File: src/rtl/fifo_wr_stage_if.sv
// fifo_wr_stage_if: producer handshake, FIFO write port and status bundle for fifo_wr_stage
interface fifo_wr_stage_if #(
   parameter int DataWidth = 8,
   parameter int CountWidth = 16
);
   logic                  s_valid;
   logic [DataWidth-1:0]  s_data;
   logic                  s_ready;
   logic                  full;
   logic                  wr_en;
   logic [DataWidth-1:0]  din;
   logic [CountWidth-1:0] wr_count;
   logic                  stall;
   modport master (output s_valid, s_data, full, input s_ready, wr_en, din, wr_count, stall);
   modport slave (input s_valid, s_data, full, output s_ready, wr_en, din, wr_count, stall);
endinterface

File: src/rtl/fifo_wr_stage.sv
// fifo_wr_stage: two-entry skid front end feeding a FIFO write port, with write counter and stall flag
module fifo_wr_stage #(
   parameter int DataWidth = 8,
   parameter int CountWidth = 16
) (
   input logic wr_clk,
   input logic rst_n,
   fifo_wr_stage_if.slave bus
);
   typedef enum logic [1:0] {EMPTY, ONE, TWO} state_t;
   state_t state_q, state_d;
   logic [DataWidth-1:0] main_data, skid_data;
   logic [CountWidth-1:0] count;
   logic s_ready_q, main_valid, accept, write, load_main, load_skid, from_skid;
   assign main_valid = state_q != EMPTY;
   assign accept = bus.s_valid && s_ready_q;
   assign write = main_valid && !bus.full;
   always_comb begin
      state_d = state_q;
      load_main = 1'b0;
      load_skid = 1'b0;
      from_skid = 1'b0;
      case (state_q)
         EMPTY: begin
            state_d = accept ? ONE : EMPTY;
            load_main = accept;
         end
         ONE: begin
            state_d = write ? (accept ? ONE : EMPTY) : (accept ? TWO : ONE);
            load_main = write && accept;
            load_skid = !write && accept;
         end
         TWO: begin
            state_d = write ? ONE : TWO;
            from_skid = write;
         end
         default: state_d = EMPTY;
      endcase
   end
   always_ff @(posedge wr_clk or negedge rst_n) begin
      if (!rst_n) begin
         state_q <= EMPTY;
         main_data <= '0;
         skid_data <= '0;
         s_ready_q <= 1'b0;
         count <= '0;
      end else begin
         state_q <= state_d;
         if (load_main) main_data <= bus.s_data;
         else if (from_skid) main_data <= skid_data;
         if (load_skid) skid_data <= bus.s_data;
         // ready is the complement of next-cycle skid occupancy, so it never depends on s_valid
         s_ready_q <= state_d != TWO;
         if (write) count <= count + CountWidth'(1);
      end
   end
   assign bus.s_ready = s_ready_q;
   assign bus.wr_en = write;
   assign bus.din = main_data;
   assign bus.stall = main_valid && bus.full;
   assign bus.wr_count = count;
endmodule

File: src/flat_wrapper.sv
// flat-port wrapper written by rule: the top's interface ports become plain ports
module fifo_wr_stage_flat 
#(
   parameter int DataWidth = 8,
   parameter int CountWidth = 16
)
  (wr_clk, rst_n, bus_s_valid, bus_s_data, bus_full, bus_s_ready, bus_wr_en, bus_din, bus_wr_count, bus_stall);
  fifo_wr_stage_if #(.DataWidth(DataWidth), .CountWidth(CountWidth)) bus_i ();
  input logic wr_clk;
  input logic rst_n;
  input wire logic [$bits(bus_i.s_valid)-1:0] bus_s_valid;
  input wire logic [$bits(bus_i.s_data)-1:0] bus_s_data;
  input wire logic [$bits(bus_i.full)-1:0] bus_full;
  output wire logic [$bits(bus_i.s_ready)-1:0] bus_s_ready;
  output wire logic [$bits(bus_i.wr_en)-1:0] bus_wr_en;
  output wire logic [$bits(bus_i.din)-1:0] bus_din;
  output wire logic [$bits(bus_i.wr_count)-1:0] bus_wr_count;
  output wire logic [$bits(bus_i.stall)-1:0] bus_stall;
  assign bus_i.s_valid = bus_s_valid;
  assign bus_i.s_data = bus_s_data;
  assign bus_i.full = bus_full;
  assign bus_s_ready = bus_i.s_ready;
  assign bus_wr_en = bus_i.wr_en;
  assign bus_din = bus_i.din;
  assign bus_wr_count = bus_i.wr_count;
  assign bus_stall = bus_i.stall;
  fifo_wr_stage #(.DataWidth(DataWidth), .CountWidth(CountWidth)) u_core (.wr_clk(wr_clk), .rst_n(rst_n), .bus(bus_i));
endmodule
File: config.mk
export PLATFORM = sky130hd
export DESIGN_NAME = fifo_wr_stage_flat
export DESIGN_NICKNAME = d
export VERILOG_FILES = /design/src/rtl/fifo_wr_stage_if.sv /design/src/rtl/fifo_wr_stage.sv /design/src/flat_wrapper.sv
export SDC_FILE = /design/constraint.sdc
export NUM_CORES = 1
export LEC_CHECK = 0
export BUFFER_PORTS_ARGS = -buffer_cell sky130_fd_sc_hd__clkbuf_2
export CORE_UTILIZATION = 58
export CTS_BUF_LIST = sky130_fd_sc_hd__clkbuf_4
export CTS_CLUSTER_DIAMETER = 200
export DETAILED_ROUTE_END_ITERATION = 6
export PLACE_DENSITY_LB_ADDON = 0.25
export REMOVE_ABC_BUFFERS = 1
export SYNTH_ARGS = -nofsm -noshare
export SYNTH_HDL_FRONTEND = slang
export SYNTH_SLANG_ARGS = --single-unit
File: constraint.sdc
create_clock -name wr_clk -period 3.01 [get_ports wr_clk]
set_input_delay 0.1505 -clock wr_clk [delete_from_list [all_inputs] [get_ports wr_clk]]
set_output_delay 0.1505 -clock wr_clk [all_outputs]
set_load 0.05 [all_outputs]
==> impl_metrics.env <==
export IMPL_route_vias_total=1116
export IMPL_crit_start="u_core.state_q[1]"
export IMPL_swShare_pct=45.7
export IMPL_p_comb_share_pct=47.3
export IMPL_dp_hpwl_mm=2.05
export IMPL_cts_setup_buffers=0
export IMPL_cts_buffers=5
export IMPL_first_pass_iters=4
export IMPL_synth_seq_cells=35
export IMPL_hp_start="bus_s_data[7]"
export IMPL_rsz0062_at_grt="no"
export IMPL_crit_chain="o21bai_4 -> ha_1 -> nand3b_1 -> mux2_2"
export IMPL_hold_viol=0
export IMPL_htree_levels=2
export IMPL_synth_seq_area_share_pct=55.1
export IMPL_crit_fanout=10
export IMPL_crit_arrival_ns=2.17
export IMPL_slowest_delay_ns=0.50
export IMPL_grt_pass1_vias=1011
export IMPL_slew_violations=0
export IMPL_drv_cap=0
export IMPL_cellLeakagePower_uw=0.000962
export IMPL_clock_skew_ns=0.00516
export IMPL_synth_cell_types=30
export IMPL_setup_viol=0
export IMPL_cts_tree="yes"
export IMPL_worstSetupPathType="flip-flop to flip-flop"
export IMPL_syn_cell_area_sq_um=1590
export IMPL_cts_buffer_depth=2
export IMPL_final_cell_mix="clkbuf_2, dfrtp_1, nand2_1, xnor2_1"
export IMPL_core_area_sq_um=2540
export IMPL_cts_root_buf="clkbuf_4"
export IMPL_hold_class="input port to flip-flop"
export IMPL_fin_crit_ns=1.96
export IMPL_rows=18
export IMPL_ios=39
export IMPL_period_share_pct=65.1
export IMPL_r2r_start="u_core.state_q[1]"
export IMPL_power_frac_clock_pct=12.0
export IMPL_crit_path_start_kind="flip-flop"
export IMPL_numClockSinks=35
export IMPL_die_w_microns=54.4
export IMPL_gp_congestion=0.815
export IMPL_grt_max_degree=36
export IMPL_routed_wl_mm=2.80
export IMPL_detail_route_iter0_violations=10
export IMPL_diodes=0
export IMPL_tightest_slew_ns=0.825
export IMPL_finalSetupTns_ns=0
export IMPL_final_common_cell="clkbuf_2"
export IMPL_yosysWarningCount=0
export IMPL_wl_per_cell_microns=14.1
export IMPL_nNetsFinal=185
export IMPL_slew_headroom_pct=45.0
export IMPL_crit_required_ns=3.22
export IMPL_slowest_stage="dfrtp_1"
export IMPL_p_int_uw=1020
export IMPL_dpl_cell_area_sq_um=1800
export IMPL_die_h_microns=54.4
export IMPL_clkTransAtPathRegs_ns=0.09
export IMPL_power_switching_uw=858
export IMPL_grt_pass1_wl_mm=4.44
export IMPL_path_delay_family="flip-flops"
export IMPL_io_buffers=38
export IMPL_syn_avg_cell_area_sq_um=12.5
export IMPL_synthToLayoutAreaGrowth_pct=16.5
export IMPL_drive_gt1_share_pct=34.9
export IMPL_antenna_found_initial=0
export IMPL_vias_per_cell=5.61
export IMPL_ir_worst_vdd_uv=821
export IMPL_max_freq_mhz=510
export IMPL_antenna_left=0
export IMPL_start_util_pct=62.5
export IMPL_dieArea_sq_um=2960
export IMPL_status="finished clean"
export IMPL_synth_cells=127
export IMPL_track_usage_pct=21.8
export IMPL_critPathCaptureType="flip-flop"
export IMPL_p_seq_share_pct=40.7
export IMPL_power_density_nw_per_um2=1010
export IMPL_clock_latency_ns=0.32
export IMPL_grt_overflow_total=0
export IMPL_path_buf_inv=0
export IMPL_drc_errors=0
export IMPL_final_area_sq_um=1850
-- area by class of cell --
cell class	instances	area, sq um
sequential	35	876
timing repair buffer	39	200
fill	190	692
multi-input combinational	86	683
tap	30	37.5
clock buffer	6	45.0
inverter	3	11.3
-- repair_timing --
item                                   in CTS  in global routing
endpoints found under the hold margin      35                  0
resized for setup                           0                  0
hold buffers                                1                  0
-- metal layers --
metal  vias up  global-route usage (%)  share of wire (%)
met4         0                    11.1                1.3
met1       546                    28.3                 45
met5         -                       0                  0
met3         5                    6.67                5.3
met2        34                    32.9                 48
li1        531                       -                  -
-- cells by family (layout without fill, tap and decap cells) --
logic type / count (synthesis) / in the layout / share of synthesized area (%)
fa+ha+maj: 3 / 3 / 2.36
flops: 35 / 35 / 55.1
simple gates: 40 / 40 / 15.5
mux: 8 / 8 / 5.67
buf+inv: 6 / 48 / 1.97
compound gates: 20 / 20 / 11.2
xor+xnor: 15 / 15 / 8.26
-- Yosys cell counts (all sizes together) --
cell type / number / area share, %
and3: 1 / 0.39
and4: 2 / 1.1
dfrtp: 35 / 55
nor2: 6 / 1.6
nand3b: 3 / 2.2
nand4: 3 / 1.2
or2: 2 / 0.79
a22o: 8 / 4.4
buf: 3 / 1.3
inv: 3 / 0.71
o21a: 1 / 0.47
nor3: 1 / 0.31
xor2: 2 / 1.1
a21oi: 2 / 1.3
a21o: 8 / 3.8
nor2b: 1 / 0.39
xnor2: 13 / 7.2
and2: 1 / 0.39
nor3b: 1 / 1.2
nor4: 1 / 1.3
o21bai: 1 / 1.2
ha: 3 / 2.4
nand3: 5 / 1.6
mux2: 8 / 5.7
nand2: 13 / 3.1
-- registers in the layout, summed over array words and instances (netlist names) --
register             count
u_core.bus.din           8
u_core.state_q           2
u_core.skid_data         8
u_core.bus.s_ready       1
u_core.bus.wr_count     16
-- power by group through the flow --
stage               Clock (uW)  Combinational (uW)  Sequential (uW)
detailed placement           0                 890              774
floorplan                    0                 396             1060
global route               257                 947              787
finish                     226                 888              763
global placement             0                 864              758
CTS                        236                 896              766
-- per-stage QoR --
stage               hold slack (ns)  power [uW]  utilization (%)  setup slack, ns  std cells
CTS                          0.0639        1900             72.8             1.06        199
floorplan                    -0.145        1450                -             1.26        124
detailed placement            0.288        1660             70.6             1.08        192
finish                       0.0795        1880             72.8             1.05        199
global placement              0.276        1620             70.6             1.21        192
global route                 0.0675        1990             72.8            0.940        199
-- worst paths after layout --
check | depth (start not counted) | end | slack (ns)
max reg2reg | 4 | u_core.skid_data[3] | 1.05
min | 2 | u_core.skid_data[7] | 0.08
min reg2reg | 1 | u_core.bus.wr_count[15] | 0.48
max | 4 | u_core.skid_data[3] | 1.05
min in group asynchronous | 2 | u_core.bus.wr_count[13] | 0.46
max in group asynchronous | 2 | u_core.skid_data[1] | 2.03
Power figures use the tool's default switching activity.
